===== config.mk =====
export PLATFORM = sky130hd
export DESIGN_NAME = instr_fetch_unit
export DESIGN_NICKNAME = d
export VERILOG_FILES = /design/src/rtl/instr_fetch_unit.sv
export SDC_FILE = /design/constraint.sdc
export NUM_CORES = 1
export LEC_CHECK = 0
export ABC_AREA = 1
export CAP_MARGIN = 20
export CORE_MARGIN = 1.5
export CORE_UTILIZATION = 48
export CTS_CLUSTER_SIZE = 12
export DETAILED_ROUTE_END_ITERATION = 7
export GPL_ROUTABILITY_DRIVEN = 0
export PLACE_DENSITY = 0.8
export SETUP_SLACK_MARGIN = 0.5
export SYNTH_ARGS = -nofsm -noshare
export SYNTH_HDL_FRONTEND = slang
export SYNTH_SLANG_ARGS = --single-unit

===== constraint.sdc =====
create_clock -name clk -period 1.7 [get_ports clk]
set_input_delay 0.51 -clock clk [delete_from_list [all_inputs] [get_ports clk]]
set_output_delay 0.51 -clock clk [all_outputs]
set_load 0.01 [all_outputs]

===== src/rtl/instr_fetch_unit.sv =====
// Instruction fetch producer: owns the PC, issues req/ack reads to instruction memory,
// and pulses fetch for one cycle per delivered word. Redirects squash in-flight reads.
module instr_fetch_unit #(
    parameter int ADDR_W   = 32,
    parameter logic [ADDR_W-1:0] RESET_PC = '0,
    parameter int PC_STEP  = 4
) (
    input  logic              clk,
    input  logic              rst,
    input  logic              en,
    input  logic              advance,
    input  logic              redirect,
    input  logic [ADDR_W-1:0] redirect_pc,
    output logic              mem_req,
    output logic [ADDR_W-1:0] mem_addr,
    input  logic              mem_ack,
    input  logic [31:0]       mem_rdata,
    output logic [31:0]       out_instruction,
    output logic              fetch,
    output logic [ADDR_W-1:0] fetch_pc,
    output logic              busy
);

    // GAP is the single idle cycle between a discarded read and its re-issue.
    typedef enum logic [1:0] {IDLE, REQ, HOLD, GAP} state_t;

    state_t            state_reg;
    logic [ADDR_W-1:0] pc_reg;
    logic [ADDR_W-1:0] pending_pc_reg;
    logic              squash_reg;
    logic              mem_req_reg;
    logic              fetch_reg;
    logic [31:0]       instr_reg;
    logic [ADDR_W-1:0] fetch_pc_reg;

    always_ff @(posedge clk) begin
        if (rst) begin
            state_reg      <= IDLE;
            pc_reg         <= RESET_PC;
            pending_pc_reg <= RESET_PC;
            squash_reg     <= 1'b0;
            mem_req_reg    <= 1'b0;
            fetch_reg      <= 1'b0;
            instr_reg      <= '0;
            fetch_pc_reg   <= RESET_PC;
        end else begin
            fetch_reg <= 1'b0;
            case (state_reg)
                IDLE: begin
                    if (redirect)
                        pc_reg <= redirect_pc;
                    if (en) begin
                        state_reg   <= REQ;
                        mem_req_reg <= 1'b1;
                    end
                end
                REQ: begin
                    if (mem_ack) begin
                        mem_req_reg <= 1'b0;
                        if (redirect) begin
                            pc_reg     <= redirect_pc;
                            squash_reg <= 1'b0;
                            state_reg  <= GAP;
                        end else if (squash_reg) begin
                            pc_reg     <= pending_pc_reg;
                            squash_reg <= 1'b0;
                            state_reg  <= GAP;
                        end else begin
                            instr_reg    <= mem_rdata;
                            fetch_pc_reg <= pc_reg;
                            fetch_reg    <= 1'b1;
                            state_reg    <= HOLD;
                        end
                    end else if (redirect) begin
                        // Address must stay put until ack; remember the target instead.
                        pending_pc_reg <= redirect_pc;
                        squash_reg     <= 1'b1;
                    end
                end
                HOLD: begin
                    if (redirect) begin
                        pc_reg      <= redirect_pc;
                        state_reg   <= REQ;
                        mem_req_reg <= 1'b1;
                    end else if (advance) begin
                        pc_reg      <= pc_reg + ADDR_W'(PC_STEP);
                        state_reg   <= REQ;
                        mem_req_reg <= 1'b1;
                    end
                end
                GAP: begin
                    if (redirect)
                        pc_reg <= redirect_pc;
                    state_reg   <= REQ;
                    mem_req_reg <= 1'b1;
                end
                default: begin
                    state_reg   <= IDLE;
                    mem_req_reg <= 1'b0;
                end
            endcase
        end
    end

    assign mem_req         = mem_req_reg;
    assign mem_addr        = pc_reg;
    assign busy            = mem_req_reg;
    assign fetch           = fetch_reg;
    assign out_instruction = instr_reg;
    assign fetch_pc        = fetch_pc_reg;

endmodule

=== Yosys cells after proc, flatten, opt, wreduce, memory -nomap -nowiden ===
Cells that the tools add are included.

* Register bits: 133
* Latch bits: 0
* RAM bits: 0
* Memory bits (read-only): 0
* Input bits: 70
* Logic and storage cells: 52
* Memories: 0

* $add $sub $neg: 1
* Multiply operators: 0
* Div/mod/pow operators: 0
* Magnitude comparators: 0
* Equal/unequal tests: 8
* Shifts and indexed selects: 0
* Multiplexer cells: 22
* Bitwise logic cells: 4
* Reductions and logical operators: 9

{| class="wikitable"
|+ Operator list
! cell !! number
|-
| $mux 32 || 6
|-
| $pmux 32 s3 || 1
|-
| $add 32x3->32 const B || 1
|-
| $mux 1 || 9
|-
| $mux 2 || 4
|-
| $pmux 2 s4 || 1
|-
| $reduce_and 4->1 || 2
|-
| $ne 3x3->1 const B || 2
|-
| $reduce_and 3->1 || 2
|-
| $eq 2x2->1 const B || 2
|-
| $ne 2x2->1 const B || 2
|-
| $not 1->1 || 4
|-
| $pmux 1 s4 || 1
|-
| $reduce_or 4->1 || 1
|-
| $eq 2x1->1 const B || 1
|-
| $logic_not 2->1 || 1
|-
| $ne 2x1->1 const B || 1
|-
| $reduce_and 2->1 || 1
|-
| $reduce_bool 2->1 || 1
|-
| $reduce_or 2->1 || 1
|}

=== Logic depth before layout (Yosys ltp) ===
* Depth in word-level cells: 4
* Mapped depth: 11
* Mapped depth without buffers: 9

=== Least setup slack after synthesis ===
OpenSTA, ideal clock, no wires.

* Path type: reg-to-reg
* Start: register state_reg[0]
* End: register pc_reg[22], in the netlist mem_addr[22]
* Setup time: 0.120 ns
* Arrival time: 1.438 ns
* Required time: 1.580 ns
* Setup slack: 0.142 ns
* Cell stages (with the launch flop): 9
* Path buffers: 2
* Path through: dfxtp_1 inv_1 ha_1 o21ai_1 nor2_4 buf_6 buf_6 o21ai_0 a21oi_1

* Word-level cells in the longest chain between the ends: 4
* Elaborated cells on any way between the ends: 11

{| class="wikitable"
|+ RTL lines
! element !! RTL line !! source
|-
| from (decl) || 27 || <nowiki>state_t state_reg;</nowiki>
|-
| from (signal assigned) || 38 || <nowiki>state_reg <= IDLE;</nowiki>
|-
| from (signal assigned) || 53 || <nowiki>state_reg <= REQ;</nowiki>
|-
| from (signal assigned) || 63 || <nowiki>state_reg <= GAP;</nowiki>
|-
| $eq 2x2->1 or $logic_not 2->1 (tied branches) || 48 || <nowiki>case (state_reg)</nowiki>
|-
| $reduce_or 2->1 (no line) || -- ||
|-
| $ne 2x1->1 (no line) || -- ||
|-
| $reduce_and 4->1 (no line) || -- ||
|-
| to (signal assigned) || 51 || <nowiki>pc_reg <= redirect_pc;</nowiki>
|-
| to (signal assigned) || 61 || <nowiki>pc_reg <= redirect_pc;</nowiki>
|-
| to (signal assigned) || 65 || <nowiki>pc_reg <= pending_pc_reg;</nowiki>
|-
| to (decl) || 28 || <nowiki>logic [ADDR_W-1:0] pc_reg;</nowiki>
|}

Several ways; a longest one is shown, not always the timed one.
A chain may end at the register's enable or synchronous reset.

=== Worst setup path after layout ===
* Start: register state_reg[1]
* End: register fetch_pc_reg[17], in the netlist fetch_pc[17]

* Word-level cells in the longest chain between the ends: 2

{| class="wikitable"
|+ RTL lines
! element !! RTL line !! source
|-
| $eq 2x1->1 || 48 ||
|-
| $reduce_and 4->1 (no line) || -- ||
|-
| to (signal assigned) || 70 || <nowiki>fetch_pc_reg <= pc_reg;</nowiki>
|-
| to (decl) || 34 || <nowiki>logic [ADDR_W-1:0] fetch_pc_reg;</nowiki>
|}

No other way between the ends.

==> impl_results.rst <==
.. list-table::
   :header-rows: 1

   * - Metric
     - Value
   * - Routed length per placed instance
     - 22.2 um
   * - CTS Sinks
     - 133
   * - Worst-Margin Slew
     - 0.449 ns
   * - Share of the synthesized area in the top cell type
     - 0.435
   * - Type of the most critical hold path
     - flop to flop
   * - Detailed placer's ending HPWL
     - 13,600 um
   * - Top fanout value on the critical path
     - 8
   * - Net count of the mapped netlist
     - 981
   * - Setup CP Type
     - flop to flop
   * - Post-layout instance count excluding filler cells
     - 1,364
   * - Peak per-stage delay on the critical path
     - 0.36 ns
   * - Number of synthesized flops with an enable pin
     - 0
   * - Arrival time of data at the critical path endpoint
     - 2.24 ns
   * - Most common cell in the netlist
     - nand2_1
   * - Critical path depth in cells
     - 11
   * - Number of storage elements in the synthesis netlist
     - 133
   * - CP startpoint kind
     - flop
   * - Antenna fix cells
     - 0
   * - Area Overhead vs Synth
     - 76.9%
   * - Antenna violation net count after detailed routing
     - 0
   * - Cell occurring most often along the worst timing path
     - buf_12
   * - Maximum root-to-sink buffer count
     - 2
   * - R2R cell count
     - 11
   * - Initial DRC Count
     - 1,499
   * - IR drop worst, VDD
     - 0.840 mV
   * - DIE WIDTH
     - 116 um
   * - Die height
     - 116 um
   * - Synthesis Warnings
     - 0
   * - Post-synth top area cell
     - dfxtp_1
   * - PortBufs
     - 168
   * - Fraction of final layout cells with drive strength greater than 1
     - 0.418
   * - Count of final hold-check violations
     - 0
   * - Leading post-synthesis cells by instance count
     - nand2_1 (173), nor2_1 (158), dfxtp_1 (133)
   * - Gate count after technology mapping
     - 907
   * - Cell family contributing the most delay on the critical path
     - buffers and inverters
   * - Avg Inst Size Synth
     - 6.75 um2
   * - 1st-pass router iterations
     - 8
   * - Number of max-slew violations in the final report
     - 0
   * - Overall routing resource usage
     - 0.358
   * - Worst setup slack after layout
     - -0.260 ns
   * - Critical Path End Type
     - flop
   * - Smallest hold slack
     - 0.462 ns
   * - Critical-path cell with the highest stage delay
     - dfxtp_4
   * - Cells on Worst Hold Path
     - 2
   * - Shortest period the worst path allows
     - 1.96 ns
   * - Cell types with the largest area share after synthesis
     - dfxtp_1 (43%), nand2_1 (11%), o21ai_0 (9.7%)
   * - Vias after detailed routing
     - 8,542
   * - Core region area
     - 12,500 um2
   * - Effective utilization at floorplan
     - 0.489
   * - TritonCTS Buffers
     - 17
   * - Number of H-tree levels
     - 4
   * - Vias/cell
     - 6.26
   * - Unrepaired setup endpoints after global routing
     - yes
   * - Outcome
     - complete, but fails checks
   * - Sequential element share of the synthesized area
     - 0.435
   * - Remaining design rule violation count
     - 22
   * - Die outline area
     - 13,400 um2
   * - Cell leakage power
     - 4.56 nW
   * - Largest net degree at the start of global routing
     - 47
   * - Count of pins on the block boundary
     - 169
   * - Failing checks
     - design-rule violations, negative setup slack
   * - Total power density per cell area
     - 1210 nW/um2
   * - First-pass GRT wire length
     - 37,000 um
   * - Site row count
     - 41
   * - Clock slew at the register clock pins of the worst setup and hold paths
     - 0.06 ns
   * - Remaining Overflow, GRT
     - 0
   * - Clock insertion delay at the later pin of the skew report
     - 0.44 ns
   * - Placed Instances
     - 1,265
   * - TritonCTS clock tree
     - built
   * - Final setup violation count
     - 15
   * - Largest clock skew in the final design
     - 0.0148 ns
   * - Asr flop ratio synth
     - 0
   * - Data required time at the worst endpoint
     - 1.98 ns
   * - Vias in the first global route
     - 7,313
   * - Detailed-route wire length
     - 30,300 um
   * - Number of antenna violations at the first check in global routing
     - 0
   * - Clock Root Buffer
     - clkbuf_16
   * - Top_reg_cell synth
     - dfxtp_1
   * - Net count of the finished layout
     - 1,253
   * - Max-cap violations
     - 0
   * - Cell area after synthesis
     - 6120 um2
   * - Synth unique cells
     - 26
   * - Highest Clock Rate
     - 0.510 GHz
   * - Fillers
     - 588
   * - Buffer and inverter count on the worst path
     - 6
   * - Period utilisation layout
     - 1.15
   * - Slew margin rel.
     - 0.701
   * - Cell Chain, Critical Path
     - inv_6, ha_4, nand2_4, buf_6, nor2_4, buf_12, buf_8, buf_12, buf_16, o21ai_4, a21oi_2
## worst reg2reg max path, stage by stage (launching register included)
cell and delay, ns:
dfxtp_4 0.36, inv_6 0.08, ha_4 0.20, nand2_4 0.07, buf_6 0.12, nor2_4 0.09, buf_12 0.14, buf_8 0.13
buf_12 0.10, buf_16 0.13, o21ai_4 0.05, a21oi_2 0.36
## kinds of logic (layout without fill, tap and decap cells)
logic type,Yosys count,count (layout),synth area share
AOI/OAI and AO/OA,258,258,0.218
xor gates and xnor gates,1,1,0.00143
adders and majority gates,4,4,0.00817
buffers and inverters,121,406,0.0838
DFF,133,133,0.435
and+or+nand+nor,390,390,0.254
## per-layer routing
layer  global-route usage  vias to the layer above  part of all wire
met2                0.597                      840              0.46
met5                    0                        -                 0
met4                0.189                        0             0.091
li1                     -                     3513                 -
met1                0.421                     3877              0.33
met3               0.0952                      312              0.12
## area by class of cell
cell class              count  area [um2]  share of cell area
well taps                 172         215              0.0199
inverters                  70         287              0.0264
clock buffers              24         492              0.0454
flip-flops and latches    133        2830               0.261
multi-input cells         653        3580               0.331
clock inverters             8         121              0.0112
repair buffers            304        3300               0.305
## final timing paths
check | startpoint | end | slack [ns]
worst max register to register | state_reg[1] | fetch_pc[17] | -0.26
worst max-delay path | state_reg[1] | fetch_pc[17] | -0.26
worst min register to register | pending_pc_reg[19] | pending_pc_reg[19] | 0.46
worst min-delay path | pending_pc_reg[19] | pending_pc_reg[19] | 0.46
## layout by cell type, fill, tap and decap left out, types with 9 or more instances in the layout
cell type          n
nand2_1          159
nor2_1           132
buf_6            117
buf_4             84
dfxtp_2           78
a21oi_1           71
clkdlybuf4s50_1   67
o21ai_0           62
o21ai_1           59
inv_1             59
nand3_1           37
dfxtp_1           36
a21oi_2           24
clkbuf_16         22
nor2_2            21
dfxtp_4           19
o21ai_2           17
buf_12            16
nor2_4            11
nand2_2           10
a22oi_2            9
## metrics by stage
step           area, um2  setup slack, ns  total power [mW]  utilization  setup TNS (ns)
2_1_floorplan       6420            0.269              5.66            -               0
3_3_place_gp        8530           -0.515              7.25        0.681          -57.49
3_5_place_dp        8530           -0.567              7.31        0.681          -62.26
4_1_cts            10100           0.0880              11.9        0.810               0
5_1_grt            10800           -0.299              13.5        0.866           -2.22
6_report           10800           -0.260              13.2        0.866          -0.899
## report_power, final
part | leakage, nW | total (mW) | switching [mW] | internal [mW]
registers | 1.13 | 4.01 | 0.408 | 3.61
clock network | 0.300 | 3.91 | 1.45 | 2.46
logic | 3.13 | 5.23 | 2.76 | 2.47
## what timing repair did
item	in CTS	in global routing
cloned	7	7
gates resized for setup	661	139
hold buffers	0	0
setup buffers	38	15
endpoints found under the setup margin	231	231
pin swaps	11	33
(Power assumes the default switching activity.)
